## src/rtl/mod_reduce_seq.sv

```systemverilog
// rtl/mod_reduce_seq.sv - bit-serial restoring product-mod-modulus reducer (optional quotient: MOD_REDUCE_QUOT_EN)
module mod_reduce_seq #(
    parameter int RADIX = 78,
    parameter int MOD_W = 80
) (
    input  logic                 clk,
    input  logic                 rst,
    input  logic                 in_valid,
    output logic                 in_ready,
    input  logic [2*RADIX+1:0]   prod,
    input  logic [MOD_W-1:0]     modulus,
    output logic                 out_valid,
    input  logic                 out_ready,
    output logic [MOD_W-1:0]     rem,
    output logic                 err
`ifdef MOD_REDUCE_QUOT_EN
    ,
    output logic [2*RADIX+1:0]   quot
`endif
);

    localparam int PW = 2*RADIX + 2;
    localparam int CW = $clog2(PW + 1);
    localparam logic [CW-1:0] CNT_LOAD = CW'(PW);
    localparam logic [CW-1:0] CNT_ONE  = CW'(1);

    typedef enum logic [1:0] {
        ST_IDLE = 2'd0,
        ST_RUN  = 2'd1,
        ST_DONE = 2'd2
    } state_t;

    state_t             r_state;
    state_t             w_state_next;

    logic [PW-1:0]      r_p;
    logic [MOD_W-1:0]   r_m;
    // The partial remainder is always below M before each shift, so the
    // top bit of the MOD_W+1-bit R is identically zero and is not stored.
    logic [MOD_W-1:0]   r_r;
    logic [CW-1:0]      r_cnt;
    logic [MOD_W-1:0]   r_rem;
    logic               r_err;

    logic               w_accept;
    logic               w_mod_zero;
    logic               w_last;
    logic [MOD_W:0]     w_t;
    logic               w_ge;
    logic [MOD_W-1:0]   w_r_next;

    assign w_accept   = in_valid & in_ready;
    assign w_mod_zero = (modulus == '0);
    assign w_last     = (r_cnt == CNT_ONE);

    // One restoring step: shift the next product bit into the remainder
    // and subtract M when it fits. The difference fits in MOD_W bits.
    assign w_t      = {r_r, r_p[PW-1]};
    assign w_ge     = (w_t >= {1'b0, r_m});
    assign w_r_next = w_ge ? (w_t[MOD_W-1:0] - r_m) : w_t[MOD_W-1:0];

    assign rem = r_rem;
    assign err = r_err;

    // State register; reset forces IDLE immediately.
    always_ff @(posedge clk or posedge rst) begin
        if (rst) begin
            r_state <= ST_IDLE;
        end else begin
            r_state <= w_state_next;
        end
    end

    // Next-state logic and handshake outputs decoded from the state.
    always_comb begin
        w_state_next = r_state;
        in_ready     = 1'b0;
        out_valid    = 1'b0;
        case (r_state)
            ST_IDLE: begin
                in_ready = 1'b1;
                if (in_valid) begin
                    w_state_next = w_mod_zero ? ST_DONE : ST_RUN;
                end
            end
            ST_RUN: begin
                if (w_last) begin
                    w_state_next = ST_DONE;
                end
            end
            ST_DONE: begin
                out_valid = 1'b1;
                if (out_ready) begin
                    w_state_next = ST_IDLE;
                end
            end
            default: begin
                w_state_next = ST_IDLE;
            end
        endcase
    end

    // Operand capture on accept, one shift-subtract per RUN cycle, and the
    // result registers that hold the published remainder and error flag.
    always_ff @(posedge clk or posedge rst) begin
        if (rst) begin
            r_p   <= '0;
            r_m   <= '0;
            r_r   <= '0;
            r_cnt <= '0;
            r_rem <= '0;
            r_err <= 1'b0;
        end else if (w_accept) begin
            r_p   <= prod;
            r_m   <= modulus;
            r_r   <= '0;
            r_cnt <= CNT_LOAD;
            if (w_mod_zero) begin
                r_rem <= '0;
                r_err <= 1'b1;
            end
        end else if (r_state == ST_RUN) begin
            r_r   <= w_r_next;
            r_p   <= {r_p[PW-2:0], 1'b0};
            r_cnt <= r_cnt - CNT_ONE;
            if (w_last) begin
                r_rem <= w_r_next;
                r_err <= 1'b0;
            end
        end
    end

`ifdef MOD_REDUCE_QUOT_EN
    logic [PW-1:0] r_quot;

    assign quot = r_quot;

    // Quotient collects one compare outcome per RUN cycle, MSB first.
    always_ff @(posedge clk or posedge rst) begin
        if (rst) begin
            r_quot <= '0;
        end else if (w_accept) begin
            r_quot <= '0;
        end else if (r_state == ST_RUN) begin
            r_quot <= {r_quot[PW-2:0], w_ge};
        end
    end
`endif

endmodule

```

## config.mk

```make
export PLATFORM = sky130hd
export DESIGN_NAME = mod_reduce_seq
export DESIGN_NICKNAME = d
export VERILOG_FILES = /design/src/rtl/mod_reduce_seq.sv
export SDC_FILE = /design/constraint.sdc
export NUM_CORES = 1
export LEC_CHECK = 0
export CAP_MARGIN = 20
export CORE_MARGIN = 3
export CORE_UTILIZATION = 50
export CTS_CLUSTER_SIZE = 12
export DETAILED_ROUTE_END_ITERATION = 12
export MAX_ROUTING_LAYER = met4
export PLACE_DENSITY = 0.79
export SETUP_SLACK_MARGIN = 0.5
export SLEW_MARGIN = 5
export SYNTH_ARGS = -nofsm -noshare
export SYNTH_HDL_FRONTEND = slang
export SYNTH_SLANG_ARGS = --single-unit
```

## constraint.sdc

```tcl
create_clock -name clk -period 47.8 [get_ports clk]
set_clock_uncertainty 0.05 [all_clocks]
set_input_delay 14.34 -clock clk [delete_from_list [all_inputs] [get_ports clk]]
set_output_delay 14.34 -clock clk [all_outputs]
set_load 0.005 [all_outputs]
```

* After elaboration in Yosys (flattened, before gate mapping) *
Index checks and enable logic that the tools add are counted.

storage, ports and cells
  input bits = 242
  register bits after elaboration = 409
  logic and storage cells = 46
  output and inout bits = 83

operators by class
  reductions and logical operators = 6
  magnitude comparators = 1
  eq/ne operators = 7
  bitwise gates (word level) = 1
  $add $sub $neg = 2
  multiplexer cells = 22

operators with widths
  kind                                                                   number
  80-bit 2-to-1 mux                                                      7
  158-bit 2-to-1 mux                                                     2
  81-bit by 80-bit >= comparator with 1-bit output                       1
  80-bit zero test                                                       1
  80-bit subtractor                                                      1
  8-bit 2-to-1 mux                                                       2
  8-bit by 1-bit equality test with 1-bit output, second input constant  1
  2-bit 2-to-1 mux                                                       4
  8-bit by 1-bit subtractor with 8-bit output, second input constant     1
  1-bit 2-to-1 mux                                                       6
  2-bit != test, second input constant                                   3
  2-bit case mux with 3 select lines                                     1
  3-bit AND reduction                                                    2
  2-bit nonzero test                                                     2
  2-bit by 1-bit equality test with 1-bit output, second input constant  1
  2-bit equality test, second input constant                             1
  2-bit zero test                                                        1
  2-bit by 1-bit != test with 1-bit output, second input constant        1
  1-bit AND                                                              1

* Longest topological paths before layout *
  depth after elaboration = 5
  mapped depth = 18

* Worst setup path after synthesis *
OpenSTA, ideal clock, no wires.

  kind = input -> register
  start = input port modulus[37]
  end = register r_rem[10], in the netlist rem[10]
  arrival time = 15.710 ns
  buffers on the path = 2
  stages on the path = 8
  required time = 47.612 ns
  setup time = 0.138 ns
  setup slack = 31.902 ns
  cells stage by stage = nor4_1 nand4_1 nor3_1 nand2_1 nor2_1 clkbuf_1 clkbuf_1 o22ai_1

between the ends
  longest elaborated chain between the ends = 3

RTL lines
  element                                             line  text
  from (decl)                                         11    input logic [MOD_W-1:0] modulus,
  80-bit zero test                                    53    assign w_mod_zero = (modulus == '0);
  2-bit by 1-bit != test with 1-bit output (no line)  -
  3-bit AND reduction (no line)                       -
  to (signal assigned)                                127   r_rem <= w_r_next;
  to (decl)                                           42    logic [MOD_W-1:0] r_rem;

Every way passes these cells.
A chain may end at the register's enable or synchronous reset.

* Final worst setup path *
  start = input port modulus[4]
  end = register r_rem[67], in the netlist rem[67]

The elaborated chain is that of the path after synthesis.

==> results.sh <==
export IMPL_status="completed"
export IMPL_syn_nets=2857
export IMPL_syn_avg_cell_area_um2=8.63
export IMPL_port_buffers=324
export IMPL_via_per_inst=5.85
export IMPL_fmax_ghz=0.0582
export IMPL_setup_viol=0
export IMPL_worstPathArrival_ns=17.60
export IMPL_worst_setup_path_start_kind="input port"
export IMPL_drtIter0Drc=1908
export IMPL_clk_pin_slew_worst_paths_ns=0.06
export IMPL_ir_worst_vdd_mv=0.0617
export IMPL_crit_type="in -> reg"
export IMPL_rsz0062_at_grt="no"
export IMPL_leakage_uw=0.0120
export IMPL_mappedNetlistArea_um2=21900
export IMPL_maxSlewViolCount=0
export IMPL_dieHeight_um=215
export IMPL_cts_sinks=409
export IMPL_synth_edf_count=0
export IMPL_routed_wl_mm=67.4
export IMPL_yosysSeqAreaShare_pct=46.8
export IMPL_htreeDepth=2
export IMPL_cts_root_buf="clkbuf_16"
export IMPL_coreArea_um2=42600
export IMPL_crit_fanout=47
export IMPL_drtPass1Iterations=6
export IMPL_drive_gt1_share_pct=4.38
export IMPL_end_kind="flip-flop"
export IMPL_io_pins=325
export IMPL_cap_violations=0
export IMPL_start_util_pct=51.3
export IMPL_clock_latency_ns=0.59
export IMPL_drc=0
export IMPL_post_route_period_util_pct=36.0
export IMPL_cts_buffer_depth=3
export IMPL_grt_max_degree=124
export IMPL_yosys_warnings=0
export IMPL_grt_pass1_vias=19506
export IMPL_antenna_found_initial=5
export IMPL_period_needed_ns=17.19
export IMPL_syn_inst=2532
export IMPL_dpl_hpwl_mm=48.5
export IMPL_hp_class="reg -> reg"
export IMPL_post_cts_setup_buffers=0
export IMPL_synth_ff_type="dfrtp_1"
export IMPL_syn_to_final_growth_pct=22.8
export IMPL_required_ns=48.21
export IMPL_relSlewSlack_pct=27.7
export IMPL_final_cell_mix="nand2_1 (611), dfrtp_1 (409), clkdlybuf4s50_1 (324)"
export IMPL_tightest_slew_ns=1.08
export IMPL_grt_pass1_wl_mm=106
export IMPL_routed_via_count=19731
export IMPL_layout_commonest_cell="nand2_1"
export IMPL_hold_violations=0
export IMPL_cts_buffers=45
export IMPL_fillers=3623
export IMPL_p_per_area_nw_per_um2=81.8
export IMPL_gp_congestion=0.950
export IMPL_tns_ns=0
export IMPL_dieArea_um2=46300
export IMPL_fp_dieW_um=215
export IMPL_power_uw=2200
export IMPL_grtUsageTotal_pct=29.3
export IMPL_async_flop_share_pct=100
export IMPL_tritoncts="yes"
export IMPL_synth_seq_cells=409
export IMPL_cts_resized=0
export IMPL_rows=75
export IMPL_synth_cell_types=71
export IMPL_grt_ovfl_total=0
export IMPL_nNetsFinal=3081
export IMPL_wl_per_cell_um=20.0
export IMPL_cts_hold_fix_buffers=0
export IMPL_ant_nets=0
## layout make-up
class | instances | area [um2] | share of cell area, %
diodes | 8 | 20.0 | 0.0746
multi-input cells | 1849 | 10500 | 39.3
flip-flops and latches | 409 | 10200 | 38.1
repair buffers | 349 | 3460 | 12.9
clock buffers | 66 | 1300 | 4.83
clock inverters | 12 | 161 | 0.602
well taps | 577 | 722 | 2.69
inverters | 102 | 390 | 1.46
## per-layer routing
metal	track usage, %	routed length, um	up-vias
li1	-	-	9333
met1	37.9	28600	9598
met2	45.9	31000	697
met3	7.90	5970	103
met4	7.82	1800	0
met5	-	0	-
## report_power, final
part / switching, uW / leakage, uW / internal (uW)
Combinational: 777 / 0.00652 / 478
Sequential: 89.1 / 0.00471 / 502
Clock: 145 / 0.000719 / 204
Total: 1010 / 0.0120 / 1180
## final timing paths
path                       slack (ns)  depth (start not counted)       start       end
min in group asynchronous       14.25                          2         rst   r_p[34]
hold reg to reg                  0.43                          2    r_p[155]  r_p[155]
max in group asynchronous       31.00                          4         rst    r_m[0]
setup reg to reg                43.01                         12     r_r[15]   r_r[23]
setup / recovery                30.61                         11  modulus[4]   rem[67]
hold / removal                   0.43                          2    r_p[155]  r_p[155]
## through the flow
stage                     util [%]  instance area (um2)  hold WS (ns)  setup WS, ns  cells
after floorplan                  -                21900         0.396         22.03   2532
after global placement        59.4                25300         0.408         30.03   3283
after detailed placement      59.4                25300         0.413         29.86   3283
after CTS                     62.8                26800         0.428         30.49   3361
after global routing          63.0                26800         0.448         30.48   3369
final                         63.0                26800         0.425         30.61   3372
## sequential cells by signal, indices dropped and copies added, names as in the netlist
name,cells
r_cnt,8
r_state,2
r_m,80
r_p,158
r_r,80
rem,80
err,1
## cell usage after synthesis (27+ instances only)
library cell	number	area share [%]
a21o_1	35	1.2
o22ai_1	43	1.2
nor2_1	69	1.2
o21ai_0	276	6.3
xnor2_1	36	1.4
nand3_1	98	2.2
dfrtp_1	409	47
a21oi_1	110	2.5
xor2_1	39	1.6
a22oi_1	157	5.4
inv_1	101	1.7
nand4_1	40	1.1
ha_1	82	4.7
nand2_1	612	11
clkbuf_1	138	2.4
nor4_1	27	0.77
## critical path, stage by stage
cell	delay (ns)
clkdlybuf4s50_1	0.43
nor4_1	0.77
nand4_1	0.21
nor3_1	0.23
nand2_1	0.15
nor2_4	0.09
buf_4	0.52
nor2_2	0.24
buf_4	0.29
a32oi_1	0.20
o31ai_1	0.10
## logic make-up (layout without fill, tap and decap cells)
group	Yosys count	in the layout	synth area share [%]
flops	409	409	46.8
xor+xnor	75	75	3.01
mux	16	16	0.744
simple gates	917	917	17.9
fa+ha+maj	83	83	4.79
compound gates	758	758	21.6
other cells	0	8	0
buf+inv	274	529	5.13
Power figures use the tool's default switching activity.
==> patch: new RTL, config.mk and constraints unchanged <==
Build with the macro `MOD_REDUCE_QUOT_EN` defined.
--- a/src/rtl/mod_reduce_seq.sv
+++ b/src/rtl/mod_reduce_seq.sv
@@ -1,3 +1,5 @@
 // rtl/mod_reduce_seq.sv - bit-serial restoring product-mod-modulus reducer (optional quotient: MOD_REDUCE_QUOT_EN)
+`define MOD_REDUCE_QUOT_EN
+
 module mod_reduce_seq #(
     parameter int RADIX = 78,
Function (old outputs only; new: quot): no difference found for any inputs over 4 cycles, from zero or initial values and one cycle with rst high; that may be too few to reach the edited logic, so the function may still have changed.
==> patch against the original RTL <==
  * Worst setup slack got worse by 0.64 ns
  * Routed wire length up 39%
  * Clock power increased by 25%
  * First-iteration DRC count is 18% higher
  * Sequential cell count grew 158
  * Design area rose by 32%
  * Combinational power rose by 20%
  * Synthesized area up 30%
  * Power is 27% higher
  * Critical path type unchanged
  * Highest routed layer unchanged
==> patch: results (changes against the original RTL) <==
[global_route]
first_global_vias=24780  ; +27%
grt_pass1_wl_um=144300  ; +36%
grt_antenna_before_repair=18  ; +13
grt.total_usage=0.3141  ; +0.02126

[power]
pwr-share-comb=0.541  ; -0.031
power.density_mw_per_mm2=78.56  ; -4.0%
p_leak_nw=15.29  ; +28%
pwr-share-seq=0.302  ; +0.033

[cells_and_area]
layout.comb_gates.multi_input=2381  ; +29%
fin_nets=3944  ; +28%
fin_cells=4418  ; +31%
nonClkBufAreaFrac=0.1432  ; +0.01424
fillerInstances=4750  ; +31%
seq_area_frac=0.4005  ; +0.01897
multi_input_area_share=0.3668  ; -0.02616
drive_gt1_frac=0.04000  ; -0.003775
clkbuf_count=78  ; +18%
buffers=508  ; +46%
diodes=20  ; +12

[drt]
vias=25700  ; +30%
wirelength_um=93440  ; +39%
drt_iter0_markers=2248  ; +18%

[placed_design]
port-buffer-count=482  ; +49%
routabilityCongestion=0.9622  ; +1.3%
hpwl_um=66380  ; +37%
post-place-cells=4305  ; +31%
dpl_cell_area_sq_mm=0.03356  ; +33%

[clock_network]
insertion_delay_ns=0.65  ; +0.06 ns
cts_buffers=59  ; +31%

[synth]
synth-seq-cells=567  ; +39%
synth_cells=3259  ; +29%
synth_nets=3584  ; +25%
synth_area_leaders=dfrtp_1 (50%), nand2_1 (12%), o21ai_0 (7.8%)
synthTopCellsByCount=nand2_1 (900), dfrtp_1 (567), o21ai_0 (444)
seq_area_frac_synth=0.5000  ; +0.03171

[critical_path]
cp_slowest_cell=buf_4
timing.rr.end=r_r[69]
path_delay_family=buffers and inverters
critical-path-max-stage-delay_ns=0.85  ; +0.08 ns
crit_arrival_ns=18.33  ; +0.73 ns
r2r_setup_slack_ns=42.97  ; -0.04 ns
r2r_start=r_r[33]
critPathCapture=r_p[118]

[timing]
holdWs_ns=0.4212  ; -0.004030 ns
worstMarginPinSlew_ns=1.078  ; -0.006657 ns

[min_path]
min_from=r_p[81]
holdPathEnd=r_p[82]

[status]
status=finished clean

## patch: kinds of logic (layout without fill, tap and decap cells)
kind of cell / count (synthesis) / count (layout) / share of synthesized area
compound gates: 957 / 957 / 0.2029
simple gates: 1240 / 1240 / 0.1837
fa+ha+maj: 83 / 83 / 0.03686
xor+xnor: 67 / 67 / 0.02068
other cells: 0 / 20 / 0
buf+inv: 311 / 702 / 0.04356
flops: 567 / 567 / 0.5000
mux: 34 / 34 / 0.01221
## patch: through the flow
step | utilization | setup WS [ns]
floorplan | - | 17.55
global placement | 0.6031 | 29.42
detailed placement | 0.6032 | 29.40
CTS | 0.6355 | 30.07
global route | 0.6368 | 29.65
finish | 0.6369 | 29.97
## patch: layer usage
metal  track usage  vias up  routed length [um]
met4        0.1074        0                3352
met3       0.07478      188                7520
li1              -    12020                   -
met2        0.4793      978               43240
met5             -        -                   0
met1        0.4135    12510               39330
